`src/rtl/tt_smsdac_core.sv`:
```
// tt_smsdac_core
// 16-element, tree-structured, first-order mismatch-shaping unit-element DAC
// encoder. A 5-bit code is saturated to 0..16 and split through a binary tree
// of 15 switching blocks in 4 layers. Each odd split is steered up or down by
// a small per-block state so element usage is balanced over time.
//
// Ports:
//   clk      - sole clock, rising edge
//   rst_n    - asynchronous active-low reset
//   ena      - design-selected flag (ignored)
//   ui_in    - [4:0] code x, [5] shape_en, [6] dither_en, [7] unused
//   uio_in   - unused
//   uo_out   - unit-element drive e[7:0]   (registered)
//   uio_out  - unit-element drive e[15:8]  (registered)
//   uio_oe   - constant 8'hFF, all bidirectional pins are outputs
module tt_smsdac_core (
    input  logic       clk,
    input  logic       rst_n,
    input  logic       ena,
    input  logic [7:0] ui_in,
    input  logic [7:0] uio_in,
    output logic [7:0] uo_out,
    output logic [7:0] uio_out,
    output logic [7:0] uio_oe
);
    localparam int NBLK = 15;           // switching blocks
    localparam int NCNT = 2 * NBLK + 1; // block inputs plus 16 leaf counts

    // Switching state per block, two's complement: 2'b01=+1, 2'b00=0, 2'b11=-1
    logic [1:0]  q_r      [0:NBLK-1];
    logic [1:0]  q_next_s [0:NBLK-1];
    logic [4:0]  cnt_s    [0:NCNT-1];
    logic [15:0] lfsr_r;
    logic [15:0] e_r;
    logic [15:0] e_next_s;
    logic [14:0] rnd_s;
    logic [4:0]  xc_s;
    logic        lfsr_fb_s;
    logic        shape_en_s;
    logic        unused_s;

    // Switching value for one block: 0 on even counts; on odd counts steer
    // against the stored imbalance, using the random bit only when balanced.
    function automatic logic [1:0] switch_val(input logic [4:0] c,
                                              input logic [1:0] q,
                                              input logic       r,
                                              input logic       shape_en);
        logic [1:0] s;
        s = 2'b00;
        if (c[0] == 1'b0) begin
            s = 2'b00;
        end else if (shape_en == 1'b0) begin
            s = 2'b01;
        end else if (q == 2'b01) begin
            s = 2'b11;
        end else if (q[1] == 1'b1) begin
            s = 2'b01;
        end else if (r == 1'b1) begin
            s = 2'b01;
        end else begin
            s = 2'b11;
        end
        return s;
    endfunction

    assign shape_en_s = ui_in[5];
    assign xc_s       = (ui_in[4:0] > 5'd16) ? 5'd16 : ui_in[4:0];
    assign rnd_s      = ui_in[6] ? lfsr_r[14:0] : 15'h7FFF;
    // Taps 16,14,13,11 -> bits 15,13,12,10, shifting toward the MSB
    assign lfsr_fb_s  = lfsr_r[15] ^ lfsr_r[13] ^ lfsr_r[12] ^ lfsr_r[10];
    assign unused_s   = ^{ena, uio_in, ui_in[7]};

    // Tree split: block k feeds 2k+1 (lower-index half) and 2k+2 (upper half);
    // entries NBLK..NCNT-1 are the per-element counts (0 or 1).
    always_comb begin
        logic [1:0] sw_v;
        logic [4:0] sum_v;
        sw_v  = 2'b00;
        sum_v = 5'd0;
        for (int i = 0; i < NCNT; i++) begin
            cnt_s[i] = 5'd0;
        end
        for (int k = 0; k < NBLK; k++) begin
            q_next_s[k] = q_r[k];
        end
        e_next_s = 16'h0000;
        cnt_s[0] = xc_s;
        for (int k = 0; k < NBLK; k++) begin
            sw_v  = switch_val(cnt_s[k], q_r[k], rnd_s[k], shape_en_s);
            // c+s is even whenever s is nonzero, so the shift is exact
            sum_v = cnt_s[k] + {{3{sw_v[1]}}, sw_v};
            cnt_s[2*k+1] = {1'b0, sum_v[4:1]};
            cnt_s[2*k+2] = cnt_s[k] - {1'b0, sum_v[4:1]};
            if (shape_en_s && cnt_s[k][0]) begin
                q_next_s[k] = q_r[k] + sw_v;
            end else begin
                q_next_s[k] = q_r[k];
            end
        end
        for (int j = 0; j < 16; j++) begin
            e_next_s[j] = cnt_s[NBLK+j][0];
        end
    end

    // State and output registers; reset clears everything immediately
    always_ff @(posedge clk or negedge rst_n) begin
        if (!rst_n) begin
            lfsr_r <= 16'hACE1;
            e_r    <= 16'h0000;
            for (int k = 0; k < NBLK; k++) begin
                q_r[k] <= 2'b00;
            end
        end else begin
            lfsr_r <= {lfsr_r[14:0], lfsr_fb_s};
            e_r    <= e_next_s;
            for (int k = 0; k < NBLK; k++) begin
                q_r[k] <= q_next_s[k];
            end
        end
    end

    assign uo_out  = e_r[7:0];
    assign uio_out = e_r[15:8];
    assign uio_oe  = 8'hFF;

endmodule

```
`config.mk`:
```
export PLATFORM = sky130hd
export DESIGN_NAME = tt_smsdac_core
export DESIGN_NICKNAME = d
export VERILOG_FILES = /design/src/rtl/tt_smsdac_core.sv
export SDC_FILE = /design/constraint.sdc
export NUM_CORES = 1
export LEC_CHECK = 0
export BUFFER_PORTS_ARGS = -buffer_cell sky130_fd_sc_hd__buf_4
export CAP_MARGIN = 30
export CORE_AREA = 10 10 98 135
export CTS_CLUSTER_SIZE = 24
export DETAILED_ROUTE_END_ITERATION = 6
export DIE_AREA = 0 0 108 145
export PLACE_DENSITY = 0.69
export SLEW_MARGIN = 30
export SYNTH_ARGS = -nofsm -noshare
export SYNTH_HDL_FRONTEND = slang
export SYNTH_SLANG_ARGS = --single-unit
```
`constraint.sdc`:
```
create_clock -name clk -period 5.1 [get_ports clk]
set_clock_uncertainty 0.2 [all_clocks]
set_input_delay 0.255 -clock clk [delete_from_list [all_inputs] [get_ports clk]]
set_output_delay 0.255 -clock clk [all_outputs]
set_load 0.01 [all_outputs]
```
* Yosys cells after proc, flatten, opt, wreduce, memory -nomap -nowiden *
Cells that the tools add are included.

operators by class
  add/subtract/negate cells = 45
  $lt $le $gt $ge = 1
  eq/ne operators = 15
  muxes and demuxes = 77
  bitwise operators = 3
  reduce and logical (&&, ||, !) cells = 15

operator list
  kind                                                              number
  2-bit two-way mux                                                 75
  2-bit adder                                                       23
  2-bit by 1-bit == test with 1-bit output (second input constant)  15
  1-bit logical AND                                                 15
  15-bit two-way mux                                                1
  3-bit adder                                                       4
  4-bit adder                                                       2
  1-bit subtractor                                                  8
  2-bit subtractor                                                  4
  3-bit subtractor                                                  2
  5-bit adder                                                       1
  5-bit greater-than comparator (second input constant)             1
  5-bit two-way mux                                                 1
  4-bit subtractor                                                  1
  1-bit XOR                                                         3

storage, ports and cells
  register bits = 62
  input port bits = 19
  logic and storage cells = 173

* Logic depth before layout (Yosys ltp) *
Gate-level depths: netlist of the first run.

  depth in word-level cells = 17
  mapped depth = 22
  gate-level depth less buffers = 22

* Worst setup path before layout of the first run *
Ideal clock, no wire load.

  path type = register to register
  start point = register lfsr_r[0]
  end point = register e_r[15]
  data arrival time = 5372 ps
  data required time = 4771 ps
  path slack = -601 ps
  stages on the path, launching flop included = 20
  buffers on the path = 0
  clock period less this slack = 5701 ps
  cells stage by stage = dfstp_2 > nor2b_1 > o2111a_1 > fa_1 > xnor2_1 > inv_1 > fa_1 > inv_1 > fa_1 > xnor2_1 > inv_1 > fa_1 > inv_1 > fa_1 > xnor2_1 > xnor3_1 > nor3b_1 > xnor2_1 > xnor2_1 > xor2_1

RTL lines
  what                    RTL line  RTL
  start, declared         33        logic [15:0] lfsr_r;
  start signal, assigned  114       lfsr_r <= {lfsr_r[14:0], lfsr_fb_s};
  end signal, assigned    115       e_r <= e_next_s;
  end, declared           34        logic [15:0] e_r;

* Worst setup path in the final report of the first run *
  start point = register lfsr_r[0]
  end point = register q_r[0] (netlist name)

between the ends
  longest elaborated chain between the ends = 16
  elaborated cells on any way between the ends = 17

ends and longest elaborated chain
  what                           RTL line  RTL
  15-bit two-way mux (*)         68        assign rnd_s = ui_in[6] ? lfsr_r[14:0] : 15'h7FFF;
  2-bit two-way mux (*)          58        end else if (r == 1'b1) begin
  2-bit two-way mux (*)          56        end else if (q[1] == 1'b1) begin
  2-bit two-way mux (*)          54        end else if (q == 2'b01) begin
  2-bit two-way mux (*)          52        end else if (shape_en == 1'b0) begin
  2-bit two-way mux (*)          50        if (c[0] == 1'b0) begin
  5-bit adder (*)                91        sum_v = cnt_s[k] + {{3{sw_v[1]}}, sw_v};
  4-bit subtractor (*)           93        cnt_s[2*k+2] = cnt_s[k] - {1'b0, sum_v[4:1]};
  2-bit two-way mux              50
  4-bit adder                    91
  3-bit subtractor (*)           93
  2-bit two-way mux              50
  3-bit adder                    91
  2-bit subtractor (*)           93
  2-bit two-way mux              50
  2-bit adder                    95        q_next_s[k] = q_r[k] + sw_v;
  end signal, assigned by index  117       q_r[k] <= q_next_s[k];
  end, declared                  30        logic [1:0] q_r [0:NBLK-1];

Every way passes the cells marked *; elsewhere a longest branch is shown, timed or not.
A chain may end at the register's enable or synchronous reset.

==> metrics.md, run 1 <==
| Metric | Value |
|---|---|
| Max-Cap Viols | 0 |
| CP arrival | 5290 ps |
| Mapped Cells | 384 |
| Top post-synthesis cells by count | dfrtp_1, ha_1, inv_1 |
| FF-to-FF Start | lfsr_r[0] |
| Finish-stage setup viols | 4 |
| Number of remaining DRC errors | 0 |
| Hold WC Path Type | reg -> reg |
| DP HPWL | 6230 um |
| 1st-iter DRT viols | 107 |
| Number of antenna diodes | 0 |
| Clk pin slew, worst setup/hold paths | 50 ps |
| Port buffer count | 24 |
| Most frequent CP cell | inv_2 |
| ANT nets after route | 0 |
| Clk buf depth | 2 |
| Largest net degree at the start of global routing | 63 |
| #FFs+latches synth | 62 |
| Post-synth top area cell | dfrtp_1 |
| Slowest stage delay, CP | 570 ps |
| Seq/Total Area, Yosys | 0.373 |
| H-tree levels | 3 |
| Die Wd | 108 um |
| Worst skew pair latency | 330 ps |
| Fin nets | 517 |
| Fillers | 974 |
| First-pass GRT wire length | 14200 um |
| Setup crit end kind | register |
| Share of cells above drive strength 1 | 0.306 |
| Core Region | 10800 um2 |
| Setup WS post-layout | -182 ps |
| RSZ-0062 raised after global routing | true |
| Clock sink count | 62 |
| Yosys warning count | 0 |
| Max Fclk | 189 MHz |
| Avg Inst Size Synth | 10.9 um2 |
| Syn Std Cell Area | 4190 um2 |
| Total GRT Usage | 0.112 |
| Crit path cell chain | nor2b_2 > o2111a_2 > fa_2 > xnor2_2 > inv_2 > fa_1 > inv_2 > fa_2 > xnor2_2 > inv_2 > fa_1 > inv_2 > fa_2 > xnor2_2 > xnor3_2 > buf_4 > buf_6 > ha_4 > mux2_4 |
| Drt wl/cell | 14.0 um |
| Vias per cell | 4.86 |
| Boundary pin count | 43 |
| Final hold vios | 0 |
| # rows | 45 |
| Min Tclk post-route | 5280 ps |
| Die H | 145 um |
| Slowest CP cell | fa_2 |
| Placer Congestion | 0.758 |
| GRT overflow | 0 |
| Crit Path Class | reg -> reg |
| Root Buffer | clkbuf_16 |
| Synth top area share | 0.322 |
| TritonCTS clock tree | built |
| Final wirelength | 8380 um |
| Worst endpoint required time | 5110 ps |
| CTS Buf Count | 9 |
| Drt first pass iters | 4 |
| Final Cycle Share | 1.04 |
| Count leader, synth | dfrtp_1 |
| EDFF count, synth | 0 |
| Hold_ws | 164 ps |
| Initial antenna violation count | 0 |
| Starting density of the core | 0.390 |
| Status | complete, but fails checks |
| Top post-synthesis cells by area | dfrtp_1, ha_1, xnor2_1, dfstp_2, fa_1 |
| CP startpoint kind | register |
| Vias in the first global route | 3087 |
| Worst slew margin | 0.473 |
| Async S/R FF share, synth | 1.00 |
| Worst-margin pin slew | 791 ps |
| Final core occ | 0.486 |
| Post-synthesis cell type count | 58 |
| Die area | 15700 um2 |
| Via Count | 2910 |
| Worst Hold Launch | lfsr_r[6] |
| Final Max Tran Viols | 0 |
| Most used DFF post-synth | dfrtp_1 |
| Crit Path Max Fanout | 4 |
| Layout Area Growth over Synthesis | 24.7% |
| Failing checks | negative setup slack |
| CP startpoint | lfsr_r[0] |
-- area by class of cell --
class / instances / area (um2) / share of cell area
repair buffers: 65 / 505 / 0.0967
inverters: 38 / 143 / 0.0273
clock inverters: 2 / 35.0 / 0.00670
flip-flops and latches: 62 / 1560 / 0.299
well taps: 141 / 176 / 0.0338
multi-input cells: 277 / 2550 / 0.488
clock buffers: 14 / 254 / 0.0486
-- sequential cells by signal, indices dropped and copies added (netlist names) --
name and count:
e_r 16, lfsr_r 16, q_r 30
-- placed cells by master, fill, tap and decap left out, drive strengths merged, types with 3 or more instances in the layout --
cell type,synthesis,final
o21ai,9,9
o311ai,3,3
or3,3,3
clkbuf,4,14
nor2,17,17
xnor2,36,36
dfstp,8,8
a21o,5,5
buf,10,64
fa,10,10
inv,37,37
xnor3,8,8
nor3,4,4
ha,35,35
mux2,14,14
nand2b,9,9
nand2,29,29
nor2b,7,7
conb,1,8
a21oi,27,27
dfrtp,54,54
xor2,19,19
-- critical path: cells and delay by family, from the launching register on --
kind            cells  cell delay, ps
simple gates        1              40
fa+ha+maj           6            2550
buf+inv             6             490
compound gates      1             300
flops               1             530
xor+xnor            4             790
mux                 1             260
-- metal layers --
layer  vias to the layer above  GRT usage  routed length, um
met4                         0     0.0516                170
met3                        12     0.0226                248
met5                         -          0                  0
met1                      1454      0.119               3330
met2                        40      0.202               4630
li1                       1404          -                  -
-- repair_timing --
item,4_1_cts,5_1_grt
pin swaps,5,6
hold endpoints to repair,54,0
buffers inserted,3,5
hold buffers,1,0
endpoints found under the setup margin,4,9
resized for setup,7,11
-- through the flow --
stage / TNS [ps] / instances / worst slack [ps] / area (um2)
after floorplan: -778 / 391 / -261 / 4260
after detailed placement: -806 / 574 / -303 / 4760
after global placement: -107 / 574 / -89.2 / 4760
final: -475 / 599 / -182 / 5230
after CTS: -517 / 594 / -184 / 5130
after global routing: -1530 / 599 / -344 / 5230
-- final timing paths --
path | depth (start not counted) | to | slack [ps]
worst max-delay path | 19 | q_r[0] | -180
worst min-delay path | 0 | lfsr_r[7] | 160
min in group asynchronous | 2 | q_r[18] | 340
worst max register to register | 19 | q_r[0] | -180
max in group asynchronous | 2 | lfsr_r[1] | 3820
worst min register to register | 0 | lfsr_r[7] | 160
-- cells by family after synthesis --
logic type	Yosys count	share of synthesized area
and+or+nand+nor	79	0.0970
AOI/OAI and AO/OA	67	0.109
xor gates and xnor gates	63	0.171
DFF	62	0.373
buffers and inverters	52	0.0573
adders and majority gates	45	0.152
muxes	15	0.0400
other	1	0.000895
Power of run 1 is not shown: default switching activity piles up to over one toggle a cycle in this logic, so the estimate is an artifact.
==> inputs of run 2 (changes only) <==
Settings changed: SKIP_CTS_REPAIR_TIMING set to 1.
==> run 2 against run 1 <==
Against the previous run: the run still ends with negative setup slack left; maximum frequency down 1.9%; die area unchanged; clock-buffer cell count unchanged; setup slack worse by 100 ps; routed wire length up 1.6%; critical endpoint unchanged.
==> metrics.md, run 2 (synthesis gave the netlist of run 1 again) <==
| Metric | Value |
|---|---|
| Slowest CP cell | fa_1 |
| RSZ-0062 raised after global routing | true |
| Vias in the first global route | 3077 (-0.32%) |
| Placer Congestion | 0.758 (unchanged) |
| ANT nets after route | 0 (unchanged) |
| DP HPWL | 6230 um (unchanged) |
| Via Count | 2925 (+0.52%) |
| Clock sink count | 62 (unchanged) |
| Number of remaining DRC errors | 0 (unchanged) |
| Worst endpoint required time | 5110 ps (about the same) |
| First-pass GRT wire length | 14100 um (-0.87%) |
| Commonest non-fill, non-tap cell in the layout | buf_4 |
| FF+latch area | 1560 um2 (unchanged) |
| Multi-input gate area | 2570 um2 (+0.98%) |
| Inst Count DP | 574 (unchanged) |
| CP startpoint | lfsr_r[0] |
| Die H | 145 um (unchanged) |
| # rows | 45 (unchanged) |
| Final hold vios | 0 (unchanged) |
| Drt wl/cell | 14.3 um (+1.9%) |
| Share of cells above drive strength 1 | 0.309 (+0.00353) |
| TritonCTS clock tree | built |
| Clk buf depth | 2 (unchanged) |
| Total GRT Usage | 0.111 (-0.000854) |
| Crit Path Max Fanout | 4 (unchanged) |
| Largest register by flop count | q_r |
| Max Fclk | 186 MHz (-1.9%) |
| Die Wd | 108 um (unchanged) |
| Layout Area Growth over Synthesis | 24.7% (about the same) |
| Final Max Tran Viols | 0 (unchanged) |
| Fin nets | 515 (-0.39%) |
| Initial antenna violation count | 0 (unchanged) |
| Slowest stage delay, CP | 570 ps (about the same) |
| Most frequent cells in the layout | buf_4, dfrtp_1, ha_1 |
| Core Region | 10800 um2 (unchanged) |
| Setup WS post-layout | -286 ps (-104 ps) |
| Worst slew margin | 0.474 (+0.00159) |
| Vias per cell | 4.90 (+0.85%) |
| Min Tclk post-route | 5390 ps (+104 ps) |
| CP startpoint kind | register |
| Boundary pin count | 43 (unchanged) |
| Largest net degree at the start of global routing | 63 (unchanged) |
| Crit path cell chain | nor2b_2 > o2111a_2 > fa_2 > xnor2_4 > inv_2 > fa_2 > inv_2 > fa_2 > xnor2_2 > inv_2 > fa_1 > inv_2 > fa_2 > xnor2_2 > xnor3_2 > buf_4 > buf_6 > ha_4 > mux2_4 |
| Number of antenna diodes | 0 (unchanged) |
| Max-Cap Viols | 0 (unchanged) |
| 1st-iter DRT viols | 124 (+16%) |
| CP arrival | 5400 ps (+110 ps) |
| Worst skew pair latency | 330 ps (about the same) |
| Hold WC Path Type | reg -> reg |
| H-tree levels | 3 (unchanged) |
| Hold_ws | 164 ps (-0.0690 ps) |
| Final Cycle Share | 1.06 (+0.0204) |
| Status | complete, but fails checks |
| Fillers | 974 (unchanged) |
| Root Buffer | clkbuf_16 |
| Die area | 15700 um2 (unchanged) |
| Setup crit end kind | register |
| Failing checks | negative setup slack |
| Starting density of the core | 0.390 (unchanged) |
| Worst-margin pin slew | 789 ps (-2.39 ps) |
| FF-to-FF Start | lfsr_r[0] |
| Final wirelength | 8510 um (+1.6%) |
| Non-filler cells, final | 597 (-0.33%) |
| GRT overflow | 0 (unchanged) |
| Worst Hold Launch | lfsr_r[6] |
| Clk pin slew, worst setup/hold paths | 50 ps (about the same) |
| Port buffer count | 24 (unchanged) |
| Finish-stage setup viols | 4 (unchanged) |
| Max reg flops | 30 (unchanged) |
| Drt first pass iters | 4 (unchanged) |
| Top Registers | q_r: 30 flops, e_r: 16 flops, lfsr_r: 16 flops |
| CTS Buf Count | 9 (unchanged) |
| Crit Path Class | reg -> reg |
run 2: path summary, 6_finish.rpt:
| kind | end | slack [ps] | cells after the start |
|---|---|---|---|
| worst max-delay path | q_r[0] | -290 | 19 |
| worst min-delay path | lfsr_r[7] | 160 | 0 |
| worst max register to register | q_r[0] | -290 | 19 |
| worst min register to register | lfsr_r[7] | 160 | 0 |
| max in group asynchronous | lfsr_r[1] | 3820 | 2 |
| min in group asynchronous | q_r[18] | 340 | 2 |
run 2: per-layer routing:
| metal | global-route usage | wire length, um | vias up |
|---|---|---|---|
| li1 | - | - | 1401 |
| met1 | 0.117 | 3300 | 1463 |
| met2 | 0.201 | 4760 | 48 |
| met3 | 0.0226 | 271 | 13 |
| met4 | 0.0516 | 173 | 0 |
| met5 | 0 | 0 | - |
run 2: through the flow:
| stage | util | setup slack (ps) | setup TNS, ps | area [um2] |
|---|---|---|---|---|
| after floorplan | - | -261 | -778 | 4260 |
| after global placement | 0.442 | -89.2 | -107 | 4760 |
| after detailed placement | 0.442 | -303 | -806 | 4760 |
| after CTS | 0.469 | -357 | -1010 | 5050 |
| after global routing | 0.486 | -408 | -1600 | 5220 |
| final | 0.486 | -286 | -887 | 5220 |
run 2: worst max-delay path: cells and delay by family (launching register included):
family / cells / cell delay (ps)
AO/OA/AOI/OAI: 1 / 300
AND/OR/NAND/NOR: 1 / 40
multiplexers: 1 / 260
buffers and inverters: 6 / 500
flip-flops: 1 / 530
XOR/XNOR: 4 / 750
adder cells (fa/ha/maj): 6 / 2670
run 2: cell type report:
type	instances	share of cell area
Clock buffer	14	0.0486
Clock inverter	2	0.00671
Inverter	38	0.0273
Multi-Input combinational cell	277	0.493
Sequential cell	62	0.299
Tap cell	141	0.0338
Timing Repair Buffer	63	0.0917
Power of run 2 is left out for the same reason.
